==> config.mk <==
export PLATFORM = sky130hd
export DESIGN_NAME = mul_div_sequencer
export DESIGN_NICKNAME = d
export VERILOG_FILES = /design/src/rtl/mul_div_sequencer.sv
export SDC_FILE = /design/constraint.sdc
export NUM_CORES = 1
export LEC_CHECK = 0
export BUFFER_PORTS_ARGS = -buffer_cell sky130_fd_sc_hd__buf_2
export CORE_UTILIZATION = 40
export DETAILED_ROUTE_END_ITERATION = 10
export PLACE_DENSITY = 0.67
export SLEW_MARGIN = 10
export SYNTH_ARGS = -nofsm -noshare
export SYNTH_HDL_FRONTEND = slang
export SYNTH_SLANG_ARGS = --single-unit
==> constraint.sdc <==
create_clock -name clk -period 6.68 [get_ports clk]
set_input_delay 0.334 -clock clk [delete_from_list [all_inputs] [get_ports clk]]
set_output_delay 0.334 -clock clk [all_outputs]
set_load 0.03 [all_outputs]
==> src/rtl/mul_div_sequencer.sv <==
// mul_div_sequencer
//   Sequencing controller for the calculator's multiply/divide unit. It takes
//   one request at a time. A MUL drives the external combinational array
//   multiplier through registered operands and samples the product after a
//   fixed settle time. A DIV runs an internal restoring divider that produces
//   one quotient bit per cycle.
//
// Ports
//   clk, rst_n               clock; asynchronous active-low reset
//   start_valid/start_ready  request handshake (ready only in IDLE)
//   op, a, b                 0=mul / 1=div, operands (sampled on acceptance)
//   mul_a, mul_b, mul_p      external multiplier operands / product
//   res_valid/res_ready      result handshake
//   result                   MUL: product; DIV: {remainder, quotient}
//   div_by_zero              DIV with b==0; valid with res_valid
//   busy                     state != IDLE
module mul_div_sequencer #(
  parameter int N        = 8,
  parameter int MUL_WAIT = 2
) (
  input  logic           clk,
  input  logic           rst_n,
  input  logic           start_valid,
  output logic           start_ready,
  input  logic           op,
  input  logic [N-1:0]   a,
  input  logic [N-1:0]   b,
  output logic [N-1:0]   mul_a,
  output logic [N-1:0]   mul_b,
  input  logic [2*N-1:0] mul_p,
  output logic           res_valid,
  input  logic           res_ready,
  output logic [2*N-1:0] result,
  output logic           div_by_zero,
  output logic           busy
);

  // The counter must hold both N-1 and MUL_WAIT-1.
  localparam int CMAX = (N > MUL_WAIT) ? N : MUL_WAIT;
  localparam int CW   = $clog2(CMAX) + 1;

  typedef enum logic [1:0] {IDLE, MUL, DIV, DONE} state_t;

  state_t        state, state_nxt;
  logic [CW-1:0] cnt;
  logic [N-1:0]  rem, quo, div_b;
  logic [N:0]    trial;
  logic [N-1:0]  rem_nxt, quo_nxt;

  assign start_ready = (state == IDLE);
  assign busy        = (state != IDLE);

  // One restoring-division step. The trial difference's MSB is the borrow:
  // if it is set, the shifted remainder is kept.
  always_comb begin
    trial   = {rem, quo[N-1]} - {1'b0, div_b};
    rem_nxt = {rem[N-2:0], quo[N-1]};
    quo_nxt = {quo[N-2:0], 1'b0};
    if (!trial[N]) begin
      rem_nxt = trial[N-1:0];
      quo_nxt = {quo[N-2:0], 1'b1};
    end
  end

  always_comb begin
    state_nxt = state;
    case (state)
      IDLE: if (start_valid) state_nxt = !op ? MUL : ((b != '0) ? DIV : DONE);
      MUL:  if (cnt == '0) state_nxt = DONE;
      DIV:  if (cnt == '0) state_nxt = DONE;
      DONE: if (res_ready) state_nxt = IDLE;
      default: state_nxt = IDLE;
    endcase
  end

  always_ff @(posedge clk or negedge rst_n) begin
    if (!rst_n) state <= IDLE;
    else        state <= state_nxt;
  end

  always_ff @(posedge clk or negedge rst_n) begin
    if (!rst_n) begin
      mul_a       <= '0;
      mul_b       <= '0;
      result      <= '0;
      res_valid   <= 1'b0;
      div_by_zero <= 1'b0;
      rem         <= '0;
      quo         <= '0;
      div_b       <= '0;
      cnt         <= '0;
    end else begin
      case (state)
        IDLE: if (start_valid) begin
          div_by_zero <= 1'b0;
          if (!op) begin
            // Operands stay on the multiplier until the next accepted MUL.
            mul_a <= a;
            mul_b <= b;
            cnt   <= CW'(MUL_WAIT - 1);
          end else if (b != '0) begin
            rem   <= '0;
            quo   <= a;
            div_b <= b;
            cnt   <= CW'(N - 1);
          end else begin
            // Divide by zero: all-ones quotient, dividend as remainder.
            result      <= {a, {N{1'b1}}};
            div_by_zero <= 1'b1;
            res_valid   <= 1'b1;
          end
        end
        MUL: begin
          cnt <= cnt - CW'(1);
          if (cnt == '0) begin
            result    <= mul_p;
            res_valid <= 1'b1;
          end
        end
        DIV: begin
          rem <= rem_nxt;
          quo <= quo_nxt;
          cnt <= cnt - CW'(1);
          if (cnt == '0) begin
            result    <= {rem_nxt, quo_nxt};
            res_valid <= 1'b1;
          end
        end
        DONE: if (res_ready) res_valid <= 1'b0;
        default: ;
      endcase
    end
  end

endmodule

==> results.sh <==
export IMPL_status="completed"
export IMPL_ir_drop_mv=0.299
export IMPL_drt_pass1_iterations=4
export IMPL_synth_top_cell_area_share=0.456
export IMPL_rrSetupSlack_ns=4.05
export IMPL_dp_hpwl_mm=6.17
export IMPL_synthCells=343
export IMPL_nets=463
export IMPL_worst_ep_required_time_ns=6.95
export IMPL_diodes=0
export IMPL_synth_area_um2=3510
export IMPL_vias_per_cell=5.49
export IMPL_grt_max_degree=65
export IMPL_core_um2=8340
export IMPL_endpoint_kind="flop"
export IMPL_min_path_type="input pin to async pin"
export IMPL_ctsHoldBuffers=0
export IMPL_grt_pass1_vias=2798
export IMPL_ctsHtreeMaxLevel=3
export IMPL_fp_row_count=33
export IMPL_start_kind="flop"
export IMPL_relSlewSlack=0.318
export IMPL_postCtsResizedCells=0
export IMPL_clk_pin_slew_worst_paths_ns=0.08
export IMPL_antenna_found_initial=0
export IMPL_hold_violations=0
export IMPL_floorplan_die_area_um2=9150
export IMPL_layout_min_cycle_time_ns=2.63
export IMPL_setup_viol=0
export IMPL_cts_buffer_depth=2
export IMPL_postCtsSetupBuffers=0
export IMPL_synth_avg_cell_area_um2=10.2
export IMPL_cap_viol_max_count=0
export IMPL_p_per_area_nw_per_um2=594
export IMPL_portBuffers=72
export IMPL_slew_violations=0
export IMPL_place_congestion=0.791
export IMPL_grt_pass1_wl_mm=14.2
export IMPL_path_class="flop to flop"
export IMPL_cts_root_buf="clkbuf_8"
export IMPL_seqCellArea_um2=1600
export IMPL_crit_arrival_ns=2.90
export IMPL_start_util=0.421
export IMPL_first_iter_violations=119
export IMPL_synth_async_reset_ratio=1.00
export IMPL_placed_area_um2=3940
export IMPL_design_area_um2=4130
export IMPL_antenna_left=0
export IMPL_yosysSeqAreaShare=0.456
export IMPL_synth_edf_count=0
export IMPL_max_freq_ghz=0.380
export IMPL_cts_tree="yes"
export IMPL_wl_per_cell_um=16.4
export IMPL_critPathLaunch="quo[7]"
export IMPL_syn_nets=395
export IMPL_synth_ff_type="dfrtp_1"
export IMPL_dieHeight_um=95.7
export IMPL_syn2layout_area_growth_pct=17.7
export IMPL_clock_latency_ns=0.35
export IMPL_routed_wl_mm=8.53
export IMPL_fin_worst_skew_ns=0.00858
export IMPL_min_period_over_period=0.394
export IMPL_multi_input_area_um2=1750
export IMPL_synth_area_leaders="dfrtp_1 (46%), mux2_2 (7.7%), ha_1 (5.0%)"
export IMPL_die_w_um=95.7
export IMPL_track_usage=0.205
export IMPL_vias=2858
export IMPL_rsz0062_at_grt="no"
export IMPL_tightest_slew_ns=1.02
export IMPL_fillCellCount=803
export IMPL_p_leak_nw=1.86
export IMPL_yosys_area_top_type="dfrtp_1"
export IMPL_yosysWarningCount=0
export IMPL_ys_seq_elements=64
export IMPL_setup_tns_ns=0
export IMPL_io_pins=73
export IMPL_synth_cell_types=51
export IMPL_cp_max_fo=9
export IMPL_clkSinkCount=64
export IMPL_globalRouteOverflowTotal=0
export IMPL_rr_startpoint="quo[7]"
export IMPL_drcViolationCount=0
export IMPL_cts_buffers=9
export IMPL_drive_gt1_frac=0.325
[metrics by stage]
stage / util / cells / hold slack [ns] / total power, W / setup slack (ns)
floorplan: - / 343 / 0.0384 / 0.00180 / 4.36
global placement: 0.472 / 505 / 0.467 / 0.00211 / 4.14
detailed placement: 0.472 / 505 / 0.473 / 0.00213 / 4.08
CTS: 0.495 / 521 / 0.185 / 0.00246 / 4.06
global route: 0.495 / 521 / 0.237 / 0.00267 / 3.88
finish: 0.495 / 521 / 0.158 / 0.00245 / 4.05
[final cells by class]
cell class,instances,share of cell area
clock buffer,11,0.0367
clock inverter,5,0.00939
inverter,20,0.0182
multi-input combinational,241,0.423
sequential,64,0.388
tap,105,0.0318
timing repair buffer,75,0.0927
[routing by layer]
layer	wire, µm	vias up	global-route usage
met5	0	-	0
met1	4080	1399	0.295
met4	163	0	0.0808
met2	3970	71	0.306
met3	320	16	0.0359
li1	-	1372	-
[cell usage in the layout (no fill, tap or decap), drive strengths merged, types with 3 or more instances in the layout]
master / instances
buf: 75
dfrtp: 64
nand2: 45
mux2: 25
o21ai: 25
inv: 22
mux2i: 17
a31oi: 17
nor2: 16
ha: 14
clkbuf: 11
a41oi: 11
a21oi: 9
or2: 8
nand3: 8
a22oi: 7
a211oi: 4
o21a: 3
o211ai: 3
nor4: 3
[final timing paths]
check | depth (start not counted) | to
worst max-delay path | 10 | result[11]
max in group asynchronous | 2 | result[15]
worst min-delay path | 2 | mul_b[2]
min in group clk | 2 | mul_a[1]
worst min register to register | 2 | quo[7]
worst max register to register | 10 | result[11]
[synthesized netlist by cell type, types with 2 or more instances]
cell type	count
a211o_1	2
o21a_1	3
inv_1	20
nor4_2	2
a41oi_1	10
o21ai_0	23
a31oi_1	16
clkbuf_1	10
o21ai_1	2
dfrtp_1	64
buf_2	6
xor2_1	2
nand3_2	2
a211oi_1	3
ha_1	14
nand2b_1	2
or2_2	8
o211ai_1	3
nand4_1	2
a22oi_1	7
mux2_2	24
nand3_1	6
nand2_1	45
nor2_1	16
mux2i_1	17
a21oi_1	9
[registers in the layout, summed over array words and instances, names as in the netlist]
name and cells:
rem 8, state 2, quo 8, res_valid 1, div_b 8, cnt 4
mul_b 8, mul_a 8, result 16, div_by_zero 1
[report_power, final]
part,internal (W),total (W),switching (W)
clock,0.000158,0.000323,0.000166
combinational,0.000529,0.00143,0.000897
sequential,0.000579,0.000702,0.000123
total,0.00127,0.00245,0.00119
[critical path: stages (launching register included)]
cell and delay (ns):
dfrtp_1 0.38, inv_1 0.08, ha_1 0.16, inv_1 0.05
fa_1 0.40, nand3_1 0.18, a211oi_2 0.11, a31oi_4 0.25
and3_1 0.41, mux2_4 0.35, a41oi_2 0.17
[cell families after synthesis]
kind of cell	count (synthesis)	share of synthesized area
AO/OA/AOI/OAI	92	0.183
AND/OR/NAND/NOR	89	0.122
flip-flops	64	0.456
multiplexers	42	0.130
buffers and inverters	38	0.0460
adder cells (fa/ha/maj)	15	0.0556
XOR/XNOR	3	0.00749
Note: power is estimated with default switching activity, not from simulation.
